$ cat config.mk
export PLATFORM = sky130hd
export DESIGN_NAME = mux_arbiter
export DESIGN_NICKNAME = d
export VERILOG_FILES = /design/src/rtl/mux_arbiter_pkg.sv /design/src/rtl/mux_arbiter_rr_pick.sv /design/src/rtl/mux_arbiter.sv
export SDC_FILE = /design/constraint.sdc
export NUM_CORES = 1
export LEC_CHECK = 0
export CORE_AREA = 2 2 73 75
export DETAILED_ROUTE_END_ITERATION = 8
export DIE_AREA = 0 0 75 77
export DONT_BUFFER_PORTS = 1
export GPL_TIMING_DRIVEN = 0
export PLACE_DENSITY = 0.78
export SLEW_MARGIN = 20
export SYNTH_ARGS = -nofsm -noshare
export SYNTH_HDL_FRONTEND = slang
export SYNTH_SLANG_ARGS = --single-unit
$ cat constraint.sdc
create_clock -name clk -period 5 [get_ports clk]
set_input_delay 1 -clock clk [delete_from_list [all_inputs] [get_ports clk]]
set_output_delay 1 -clock clk [all_outputs]
set_load 0.02 [all_outputs]
$ cat src/rtl/mux_arbiter_pkg.sv
// Shared sizes and FSM state type for the round-robin mux arbiter.
// Holds no logic, so it has no latency and applies no backpressure.
package mux_arb_pkg;
   localparam int NREQ  = 5;
   localparam int SEL_W = 4;
   localparam int SRC_W = 3;

   typedef enum logic {IDLE, GRANT} state_t;
endpackage

$ cat src/rtl/mux_arbiter_rr_pick.sv
// Round-robin search: first set req bit at or after start, wrapping N-1 -> 0.
// Purely combinational (zero latency); has no flow control of its own.
module rr_pick
   import mux_arb_pkg::*;
#(
   parameter int N = NREQ
) (
   input  logic [N-1:0]     req,
   input  logic [SRC_W-1:0] start,
   output logic             any,
   output logic [SRC_W-1:0] idx
);

   function automatic int wrap_idx(input int v);
      return (v >= N) ? v - N : v;
   endfunction

   // Walk from the far end so the candidate closest to start is written last and wins.
   always_comb begin
      any = 1'b0;
      idx = '0;
      for (int i = N - 1; i >= 0; i--) begin
         if (req[SRC_W'(wrap_idx(int'(start) + i))]) begin
            any = 1'b1;
            idx = SRC_W'(wrap_idx(int'(start) + i));
         end
      end
   end

endmodule

$ cat src/rtl/mux_arbiter.sv
// Round-robin owner of a shared 5:1 mux; grant one edge after req, capture the edge after.
// Holder keeps the mux up to MAX_HOLD captures while others wait; MUX_ARB_LOCK_EN adds lock to suspend that limit.
module mux_arbiter #(
   parameter int WIDTH    = 32,
   parameter int NREQ     = mux_arb_pkg::NREQ,
   parameter int MAX_HOLD = 4
) (
   input  logic                           clk,
   input  logic                           rst_n,
   input  logic [NREQ-1:0]                req,
`ifdef MUX_ARB_LOCK_EN
   input  logic                           lock,
`endif
   input  logic [WIDTH-1:0]               mux_o,
   output logic [mux_arb_pkg::SEL_W-1:0]  sel,
   output logic [NREQ-1:0]                gnt,
   output logic [WIDTH-1:0]               data_out,
   output logic                           data_valid,
   output logic [mux_arb_pkg::SRC_W-1:0]  data_src
);
   import mux_arb_pkg::*;

   state_t           state, state_nxt;
   logic [NREQ-1:0]  gnt_nxt;
   logic [SEL_W-1:0] sel_nxt;
   logic [WIDTH-1:0] data_out_nxt;
   logic             data_valid_nxt;
   logic [SRC_W-1:0] data_src_nxt;
   logic [3:0]       hold_cnt, hold_cnt_nxt;
   logic [SRC_W-1:0] last_winner, last_winner_nxt;
   logic [SRC_W-1:0] start, pick;
   logic             pick_vld, cap, others, hold_hit, lock_act, rotate;

`ifdef MUX_ARB_LOCK_EN
   assign lock_act = lock;
`else
   assign lock_act = 1'b0;
`endif

   // While granted, last_winner is the current owner, so one search serves both IDLE and rotation.
   assign start    = (last_winner == SRC_W'(NREQ - 1)) ? '0 : last_winner + 1'b1;
   assign cap      = req[last_winner];
   assign others   = |(req & ~(NREQ'(1) << last_winner));
   assign hold_hit = ({1'b0, hold_cnt} + 5'd1) >= 5'(MAX_HOLD);

   rr_pick #(.N(NREQ)) u_pick (
      .req   (req),
      .start (start),
      .any   (pick_vld),
      .idx   (pick)
   );

   always_comb begin
      state_nxt       = state;
      gnt_nxt         = gnt;
      sel_nxt         = sel;
      data_out_nxt    = data_out;
      data_valid_nxt  = 1'b0;
      data_src_nxt    = data_src;
      hold_cnt_nxt    = hold_cnt;
      last_winner_nxt = last_winner;
      rotate          = 1'b0;

      case (state)
         IDLE: begin
            if (pick_vld) rotate = 1'b1;
         end
         GRANT: begin
            if (cap) begin
               data_out_nxt   = mux_o;
               data_src_nxt   = last_winner;
               data_valid_nxt = 1'b1;
               if (hold_hit && others && !lock_act)
                  rotate = 1'b1;
               else if (hold_cnt < 4'(MAX_HOLD))
                  hold_cnt_nxt = hold_cnt + 4'd1;
            end else if (pick_vld) begin
               rotate = 1'b1;
            end else begin
               state_nxt = IDLE;
               gnt_nxt   = '0;
            end
         end
         default: state_nxt = IDLE;
      endcase

      if (rotate) begin
         state_nxt       = GRANT;
         gnt_nxt         = '0;
         gnt_nxt[pick]   = 1'b1;
         sel_nxt         = SEL_W'(pick);
         last_winner_nxt = pick;
         hold_cnt_nxt    = '0;
      end
   end

   always_ff @(posedge clk or negedge rst_n) begin
      if (!rst_n) begin
         state       <= IDLE;
         gnt         <= '0;
         sel         <= '0;
         data_out    <= '0;
         data_valid  <= 1'b0;
         data_src    <= '0;
         hold_cnt    <= '0;
         last_winner <= SRC_W'(NREQ - 1);
      end else begin
         state       <= state_nxt;
         gnt         <= gnt_nxt;
         sel         <= sel_nxt;
         data_out    <= data_out_nxt;
         data_valid  <= data_valid_nxt;
         data_src    <= data_src_nxt;
         hold_cnt    <= hold_cnt_nxt;
         last_winner <= last_winner_nxt;
      end
   end

endmodule

======== Word-level counts from Yosys, hierarchy flattened ========
Index checks and enable logic that the tools add are counted.
W data, S select, Z words.
word-level totals
  register bits ........................... 52
  memories ................................ 0
  bits of input ports ..................... 39
  output and inout port bits .............. 45
  RAM bits ................................ 0
  bits in latches ......................... 0
  ROM bits ................................ 0
operators by class
  add/sub/neg operators ................... 12
  $mul .................................... 0
  bitwise logic cells ..................... 3
  equality and inequality tests ........... 4
  div/mod/pow operators ................... 0
  shift operators ......................... 1
  multiplexer cells ....................... 53
  reductions and logical operators ........ 9
  magnitude comparators ................... 15
operators by type and width
  kind                   number
  $mux W3                11
  $lt A3 B5 Y1 const B   5
  $mux W1                25
  $mux W4                5
  $mux W5                4
  $bmux W1 S3            6
  $ge A4 B3 Y1 const B   4
  $sub A3 B3 Y3 const B  5
  $add A3 B2 Y4 const B  2
  $lt A3 B4 Y1 const B   2
  $reduce_bool A2 Y1     3
  $add A4 B1 Y5 const B  1
  $and A5 B5 Y5          1
  $ge A5 B3 Y1 const B   1
  $not A5 Y5             1
  $reduce_or A5 Y1       1
  $shl A1 B3 Y5 const A  1
  $add A3 B1 Y4 const B  1
  $add A3 B3 Y4 const B  1
  $add A4 B1 Y4 const B  1
  $lt A4 B3 Y1 const B   1
  $ne A2 B1 Y1 const B   2
  $reduce_and A4 Y1      1
  $add A3 B1 Y3 const B  1
  other kinds (10)       11

======== Longest topological paths before layout ========
Gate-level depths: netlist of the first run.
  depth after elaboration ................. 18
  gate-level depth with buffers ........... 16
  mapped depth without buffers ............ 13

======== By module ========
From an unflattened synthesis of the first run, not the netlist that was laid out.
second synthesis, totals
  cell total of the unflattened synthesis .. 318
  area, all modules ....................... 3,385.7 um^2
modules (own cells, without submodules)
  module       instances  cells an instance  area an instance (um^2)
  mux_arbiter  1          158                2,183.3
  rr_pick      1          160                1,202.4

======== Worst setup path before layout of the first run ========
No wires, ideal clock.
  path kind ............................... register to register
  from .................................... reg last_winner[2]
  to ...................................... reg sel[2] (netlist name)
  setup slack ............................. 0.913 ns
  path buffers ............................ 3
  cell stages (with the launch flop) ...... 17
  setup time .............................. 0.123 ns
  arrival time ............................ 3.965 ns
  cell sequence ........................... dfstp_2 -> clkbuf_1 -> inv_1 -> ha_1 -> a21oi_2 -> buf_2 -> inv_1 -> ha_1 -> a21boi_0 -> o2bb2ai_1 -> mux4_2 -> mux2i_1 -> nand4b_4 -> o41a_1 -> buf_2 -> nand2_1 -> o21ai_1
on the way
  cells in the longest elaborated chain, start to end .. 16
  elaborated cells between the ends (all ways) .. 58
ends and longest elaborated chain
  item                                                  line                                                  RTL
  start: declaration                                    mux_arbiter.sv:30                                     logic [SRC_W-1:0] last_winner, last_winner_nxt;
  start signal: assignment                              mux_arbiter.sv:106                                    last_winner <= SRC_W'(NREQ - 1);
  start signal: assignment                              mux_arbiter.sv:115                                    last_winner <= last_winner_nxt;
  $add A3 B1 Y3 / $eq A3 B3 Y1 (equally long branches)  mux_arbiter.sv:41                                     assign start = (last_winner == SRC_W'(NREQ - 1)) ? '0 : last_winner + 1'b1;
  $mux W3                                               mux_arbiter.sv:41
  $add A3 B3 Y4                                         mux_arbiter_rr_pick.sv:23, mux_arbiter_rr_pick.sv:25
  $ge A4 B3 Y1 / $sub A3 B3 Y3 (equally long branches)  mux_arbiter_rr_pick.sv:15                             return (v >= N) ? v - N : v;
  $mux W3                                               mux_arbiter_rr_pick.sv:15
  $bmux W1 S3                                           mux_arbiter_rr_pick.sv:23                             if (req[SRC_W'(wrap_idx(int'(start) + i))]) begin
  $mux W1 (not written as such) (2 in a row)            mux_arbiter_rr_pick.sv:23
  $mux W1 (5 in a row)                                  mux_arbiter_rr_pick.sv:23
  $mux W1                                               mux_arbiter.sv:66, mux_arbiter.sv:77
  $mux W1                                               mux_arbiter.sv:69                                     if (cap) begin
  $pmux W1 S2                                           mux_arbiter.sv:64                                     case (state)
  end signal: assignment                                mux_arbiter.sv:110                                    sel <= sel_nxt;
  end: declaration                                      mux_arbiter.sv:15                                     output logic [mux_arb_pkg::SEL_W-1:0] sel,
Parallel ways exist; a longest one is shown, timed or not. The select of a mux whose other input is x is not followed.
A chain may end at the register's enable or synchronous reset.

======== Worst setup path after layout of the first run ========
  from .................................... reg last_winner[0]
  to ...................................... reg gnt[3]
on the way
  cells in the longest elaborated chain, start to end .. 18
  elaborated cells between the ends (all ways) .. 68
ends and longest elaborated chain
  item                                                                         line                                                  RTL
  $add A3 B1 Y3 / $eq A3 B3 Y1 (equally long branches)                         mux_arbiter.sv:41
  $mux W3                                                                      mux_arbiter.sv:41
  $add A3 B3 Y4                                                                mux_arbiter_rr_pick.sv:23, mux_arbiter_rr_pick.sv:25
  $ge A4 B3 Y1 / $sub A3 B3 Y3 (equally long branches)                         mux_arbiter_rr_pick.sv:15
  $mux W3                                                                      mux_arbiter_rr_pick.sv:15
  $bmux W1 S3                                                                  mux_arbiter_rr_pick.sv:23
  $mux W1 (not written as such) (2 in a row)                                   mux_arbiter_rr_pick.sv:23
  $mux W3 / $mux W1 (equally long branches) (5 in a row)                       mux_arbiter_rr_pick.sv:23
  $lt A3 B4 Y1 (not written as such), or another cell as far along             mux_arbiter.sv:90                                     gnt_nxt[pick] = 1'b1;
  $logic_and A1 B1 Y1 (not written as such) / $mux W1 (equally long branches)  mux_arbiter.sv:90, mux_arbiter.sv:69
  $mux W1 (not written as such) / $pmux W1 S2 (equally long branches)          mux_arbiter.sv:90, mux_arbiter.sv:64
  $demux W1 S3, or another cell as far along                                   mux_arbiter.sv:90
  $mux W5 / $reduce_and A3 Y1 (equally long branches)                          -
  end signal: assignment                                                       mux_arbiter.sv:109                                    gnt <= gnt_nxt;
  end: declaration                                                             mux_arbiter.sv:16                                     output logic [NREQ-1:0] gnt,
Parallel ways exist; a longest one is shown, timed or not. The select of a mux whose other input is x is not followed.

==> results of run 1 <==
==> cells by family (layout without fill, tap and decap cells) <==
| kind of cell | after synthesis | count (layout) | share of synthesized area |
|---|---|---|---|
| flops | 50 | 50 | 0.4035 |
| compound gates | 78 | 78 | 0.1886 |
| other cells | 1 | 1 | 0.001208 |
| fa+ha+maj | 13 | 13 | 0.05240 |
| buf+inv | 39 | 47 | 0.05361 |
| simple gates | 59 | 59 | 0.1020 |
| xor+xnor | 5 | 5 | 0.01411 |
| mux | 48 | 48 | 0.1846 |
==> final timing paths <==
path	start	cells after the start	slack, ns	end
setup / recovery	last_winner[0]	14	0.32	gnt[3]
hold / removal	rst_n	0	0.39	sel[2]
setup reg to reg	last_winner[0]	14	0.32	gnt[3]
hold reg to reg	hold_cnt[3]	1	0.54	hold_cnt[3]
max in group asynchronous	rst_n	0	4.43	last_winner[2]
min in group clk	hold_cnt[3]	1	0.54	hold_cnt[3]
==> critical path, delay by kind of cell, from the launching register on <==
kind	cells	cell delay, ns
adder cells (fa/ha/maj)	2	0.83
flip-flops	1	0.52
multiplexers	1	0.32
buffers and inverters	5	1.22
AO/OA/AOI/OAI	5	1.49
AND/OR/NAND/NOR	1	0.19
==> cell type report <==
type                            instances  share of cell area
Buffer                                 17             0.02613
Clock buffer                            6             0.02196
Clock inverter                          2             0.01136
Inverter                               22             0.02499
Multi-Input combinational cell        204              0.5100
Sequential cell                        50              0.3790
Tap cell                               70             0.02651
==> metrics by stage <==
stage          setup WS, ns  hold WS (ns)
2_1_floorplan        0.9126        0.4842
3_3_place_gp         0.2799        0.5174
3_5_place_dp         0.2766        0.5280
4_1_cts              0.2480        0.3725
5_1_grt             0.04633        0.3594
6_report             0.3248        0.3859
==> synthesized netlist by cell type (3+ instances only) <==
cell / n / area [um^2]
a2111oi_0: 3 / 26.28
a211oi_1: 3 / 22.52
a21oi_1: 14 / 70.07
a22o_1: 5 / 43.79
buf_2: 4 / 20.02
buf_4: 4 / 30.03
clkbuf_1: 9 / 33.78
dfrtp_1: 49 / 1226
ha_1: 13 / 162.7
inv_1: 20 / 75.07
mux2_2: 34 / 382.9
mux2i_1: 10 / 100.1
mux4_2: 4 / 90.09
nand2_1: 18 / 67.56
nand2b_1: 5 / 31.28
nand3_1: 3 / 15.01
nand3b_1: 4 / 30.03
nor2_1: 14 / 52.55
o2111ai_1: 3 / 26.28
o211ai_1: 6 / 45.04
o21ai_0: 10 / 50.05
o21ai_1: 4 / 20.02
o41a_1: 3 / 33.78
xnor2_1: 3 / 26.28
==> registers in the layout, indices dropped and copies added, names as in the netlist <==
register and count:
state 1, last_winner 3, gnt 5, data_valid 1
sel 1, data_src 3, hold_cnt 4, data_out 32
==> metal layers <==
metal | share of wire | track usage
met5 | 0 | 0
met4 | 0.014 | 0.07143
met3 | 0.072 | 0.05388
met2 | 0.48 | 0.3746
met1 | 0.43 | 0.3508
==> reports/metrics.csv, run 1 <==
stage;metric;value;unit
layout;design_area;3304;um^2
layout;drive_gt1_frac;0.2226;
worst_hold_path;min_path_type;input pin to async pin;
yosys;synth_ff_type;dfrtp_1;
yosys;synth_seq_cells;50;
cts;cts_tree;built;
global_routing;grt_pass1_wl;10920;um
yosys;syn-cell-area;3104;um^2
detailed_routing;drtAntennaViolNets;0;
cts;cts_buffers;5;
floorplan;die_area;5775;um^2
cts;clockBufferDepth;2;
layout;final_cells;371;
floorplan;io_pins;84;
sta;drv_slew;0;
global_routing;grt_usage;0.2460;
cts;clkLatencyLatePin;0.30;ns
cts;htreeDepth;2;
layout;n_fill_cell;386;
yosys;yosysWarningCount;0;
sta;tns;0;ns
sta;clock_skew;0.005387;ns
critical_path;crit_type;flop to flop;
sta;fmax;213.9;MHz
critical_path;cp_cell_sequence;clkbuf_2, inv_1, ha_1, clkbuf_1, inv_1, ha_1, inv_1, a2111oi_0, o211ai_1, o221ai_1, nand2b_1, mux2i_1, o311ai_0, a22o_1;
floorplan;die_y;77;um
placed_design;portBuffers;0;
critical_path;crit_top_cell;inv_1;
yosys;seq_area_frac_synth;0.4035;
yosys;synth_area_per_cell;10.59;um^2
flow_run;drv_cap;0;
yosys;async_flop_share;1.000;
detailed_routing;viasPerCell;6.224;
detailed_routing;dr.pass1.iters;4;
cts;path_clk_slew;0.09;ns
placed_design;gp_congestion;0.9255;
layout;final_common_cell;dfrtp_1;
yosys;netlist-cell-type-count;60;
global_routing;first_global_vias;2214;
critical_path;slowest_delay;0.57;ns
critical_path;crit_slowest_cell;a2111oi_0;
critical_path;crit_path_end_kind;flop;
sta;finalHoldViolCount;0;
cts;cts_root_buf;clkbuf_8;
yosys;netlist_instances;293;
placed_design;postPlaceCellArea;3192;um^2
layout;most-common-layout-cells;dfrtp_1 (49), mux2_2 (34), inv_1 (20);
sta;fin_crit;4.675;ns
detailed_routing;drc;0;
layout;final_util;0.6639;
sta;rsz0062_at_grt;no;
yosys;synth_edf_count;0;
critical_path;required;5.19;ns
layout;nNetsFinal;352;
sta;slew_headroom;0.5836;
layout;seqCellArea;1252;um^2
global_routing;gr-total-overflow;0;
detailed_routing;wire_per_inst;18.14;um
layout;syn_to_final_growth;6.449;%
run_status;status;completed;
sta;worst_pin_slew;0.6088;ns
floorplan;die-width;75;um
yosys;syn-num-nets;345;
sta;finalCritPeriodShare;0.9350;
global_routing;grt_max_degree;51;
critical_path;critPathLaunchType;flop;
cts;clock-sinks;50;
critical_path;cp.arrival;4.87;ns
critical_path;cp_max_fo;10;
placed_design;dp.cells;363;
layout;multi_input_area;1685;um^2
floorplan;num_rows;26;
layout;antenna_cells;0;
floorplan;core-area;4977;um^2
detailed_routing;num_vias;2309;
detailed_routing;drt-total-wl;6731;um
placed_design;dp_hpwl;5106;um
cts;ctsHoldBuffers;0;
detailed_routing;drt_iter0_drc;192;
floorplan;floorplan.initialDensity;0.6237;
sta;setup_violations;0;
cts;cts_resized;0;
cts;post_cts_buffers;0;
global_routing;antenna_found_initial;0;
Power of run 1 is not shown: default switching activity piles up to over one toggle a cycle in this logic, so the estimate is an artifact.
==> inputs of run 2 (changes only) <==
--- a/config.mk
+++ b/config.mk
@@ -11,6 +11,7 @@
 export DONT_BUFFER_PORTS = 1
 export GPL_TIMING_DRIVEN = 0
 export PLACE_DENSITY = 0.78
+export SKIP_CTS_REPAIR_TIMING = 1
 export SLEW_MARGIN = 20
 export SYNTH_ARGS = -nofsm -noshare
 export SYNTH_HDL_FRONTEND = slang
==> results of run 2 <==
The final DEF is identical to that of run 1; final timing and power are the same.
Power of run 2 is left out for the same reason.
==> inputs of run 3 (changes only) <==
--- a/config.mk
+++ b/config.mk
@@ -5,12 +5,13 @@
 export SDC_FILE = /design/constraint.sdc
 export NUM_CORES = 1
 export LEC_CHECK = 0
-export CORE_AREA = 2 2 73 75
+export ABC_AREA = 0
+export CORE_AREA = 2 2 87 89
 export DETAILED_ROUTE_END_ITERATION = 8
-export DIE_AREA = 0 0 75 77
+export DIE_AREA = 0 0 89 91
 export DONT_BUFFER_PORTS = 1
 export GPL_TIMING_DRIVEN = 0
-export PLACE_DENSITY = 0.78
+export PLACE_DENSITY = 0.58
 export SKIP_CTS_REPAIR_TIMING = 1
 export SLEW_MARGIN = 20
 export SYNTH_ARGS = -nofsm -noshare
==> run 3 against run 2 <==
Effect of this change:
- register-to-register slack barely moved
- via count rose by 0.91%
- hold slack got worse by 0.0049 ns
- largest cell class unchanged
- global-route usage fell by 5.4 points
- flip-flop and latch count did not move
- clock skew rose by 0.0023 ns
- routed wire length rose by 9.4%
- sequential share of layout area fell by 0.33 points
==> reports/metrics.csv, run 3 (same netlist as run 1, synthesis figures left out) <==
stage;metric;value;unit;change
run_status;status;completed;;
floorplan;die_area;8099;um^2;+40%
global_routing;grt_usage;0.1923;;-0.05379
cts;cts_tree;built;;
cts;cts_buffers;5;;unchanged
critical_path;critPathLaunchType;flop;;
floorplan;io_pins;84;;unchanged
layout;drive_gt1_frac;0.2326;;+0.009967
layout;final_common_cell;dfrtp_1;;
cts;clkLatencyLatePin;0.31;ns;about the same
layout;design_area;3333;um^2;+0.87%
detailed_routing;wire_per_inst;18.41;um;+1.4%
worst_hold_path;min_path_type;input pin to async pin;;
cts;path_clk_slew;0.09;ns;about the same
layout;multi_input_area;1698;um^2;+0.74%
sta;slew_headroom;0.5960;;+0.01242
sta;finalCritPeriodShare;0.9323;;-0.002693
sta;finalHoldViolCount;0;;unchanged
sta;worst_pin_slew;0.5907;ns;-0.01816 ns
layout;n_fill_cell;689;;+78%
placed_design;portBuffers;0;;unchanged
global_routing;grt_max_degree;51;;unchanged
detailed_routing;drc;0;;unchanged
flow_run;drv_cap;0;;unchanged
critical_path;required;5.25;ns;+0.06 ns
global_routing;antenna_found_initial;0;;unchanged
cts;htreeDepth;2;;unchanged
critical_path;reg2reg_from;last_winner[0];;
layout;top_regs;data_out: 32 flops, gnt: 5 flops, hold_cnt: 4 flops;;
critical_path;rr_worst_depth;13;;-1
global_routing;gr-total-overflow;0;;unchanged
layout;antenna_cells;0;;unchanged
floorplan;floorplan.initialDensity;0.4350;;-0.1887
detailed_routing;drtAntennaViolNets;0;;unchanged
layout;seqCellArea;1252;um^2;unchanged
sta;setup_violations;0;;unchanged
detailed_routing;viasPerCell;5.825;;-6.4%
critical_path;crit_type;flop to flop;;
detailed_routing;drt-total-wl;7362;um;+9.4%
layout;largest_register_ff_count;32;;unchanged
floorplan;die_y;91;um;+18%
detailed_routing;dr.pass1.iters;4;;unchanged
layout;most-common-layout-cells;dfrtp_1 (49), mux2_2 (34), inv_1 (20);;
critical_path;cp_max_fo;10;;unchanged
placed_design;gp_congestion;0.8691;;-6.1%
cts;clock-sinks;50;;unchanged
layout;top_register;data_out;;
sta;rsz0062_at_grt;no;;
floorplan;num_rows;31;;+19%
placed_design;dp_hpwl;5475;um;+7.2%
sta;fmax;214.5;MHz;+0.29%
critical_path;rrSetupSlack;0.34;ns;about the same
sta;clock_skew;0.007639;ns;+0.002252 ns
placed_design;postPlaceCellArea;3228;um^2;+1.1%
sta;tns;0;ns;unchanged
floorplan;core-area;7137;um^2;+43%
critical_path;crit_path_end_kind;flop;;
layout;nNetsFinal;352;;unchanged
detailed_routing;drt_iter0_drc;157;;-18%
sta;drv_slew;0;;unchanged
detailed_routing;num_vias;2330;;+0.91%
global_routing;first_global_vias;2485;;+12%
global_routing;grt_pass1_wl;12270;um;+12%
sta;fin_crit;4.662;ns;-0.01346 ns
critical_path;cp.arrival;4.91;ns;+0.04 ns
cts;cts_root_buf;clkbuf_8;;
floorplan;die-width;89;um;+19%
cts;clockBufferDepth;2;;unchanged
critical_path;r2r-end;gnt[2];;
layout;syn_to_final_growth;7.376;%;
## run 3: area by class of cell
cell class                 count  share of cell area
multi-input combinational    204              0.5094
sequential                    50              0.3758
tap                           99             0.03716
buffer                        17             0.02590
inverter                      22             0.02477
clock buffer                   5             0.02065
clock inverter                 3            0.006381
## run 3: worst max-delay path by stage
stage | start | end | slack, ns
3_5_place_dp | last_winner[0] | sel[2] | 0.18
6_report | last_winner[0] | gnt[2] | 0.34
4_1_cts | last_winner[0] | sel[2] | 0.16
2_1_floorplan | last_winner[2] | sel[2] | 0.91
5_1_grt | last_winner[0] | gnt[0] | 0.02
3_3_place_gp | last_winner[0] | gnt[3] | 0.22
## run 3: metrics by stage
step,utilization,worst slack (ns),hold WS [ns],std cells
6_report,0.4670,0.3383,0.3810,400
5_1_grt,0.4670,0.02073,0.3580,400
4_1_cts,0.4649,0.1581,0.3656,400
3_5_place_dp,0.4523,0.1823,0.5285,392
3_3_place_gp,0.4523,0.2226,0.5173,392
2_1_floorplan,-,0.9126,0.4842,293
## run 3: per-layer routing
| metal | wire (um) | global-route usage | vias up |
|---|---|---|---|
| met2 | 3542 | 0.2910 | 99 |
| met4 | 91 | 0.06468 | 0 |
| li1 | - | - | 1087 |
| met1 | 3157 | 0.2621 | 1135 |
| met3 | 571 | 0.05727 | 9 |
| met5 | 0 | 0 | - |
## run 3: critical path, cell delays in order, from the launching register on
cell      delay, ns
dfrtp_1        0.52
clkbuf_2       0.34
inv_1          0.12
ha_1           0.32
clkbuf_1       0.38
inv_1          0.25
ha_1           0.50
inv_1          0.21
or3_1          0.38
a31o_2         0.28
a21bo_2        0.26
or3b_1         0.43
o21ai_1        0.38
a22o_1         0.22
Power of run 3 is left out for the same reason.
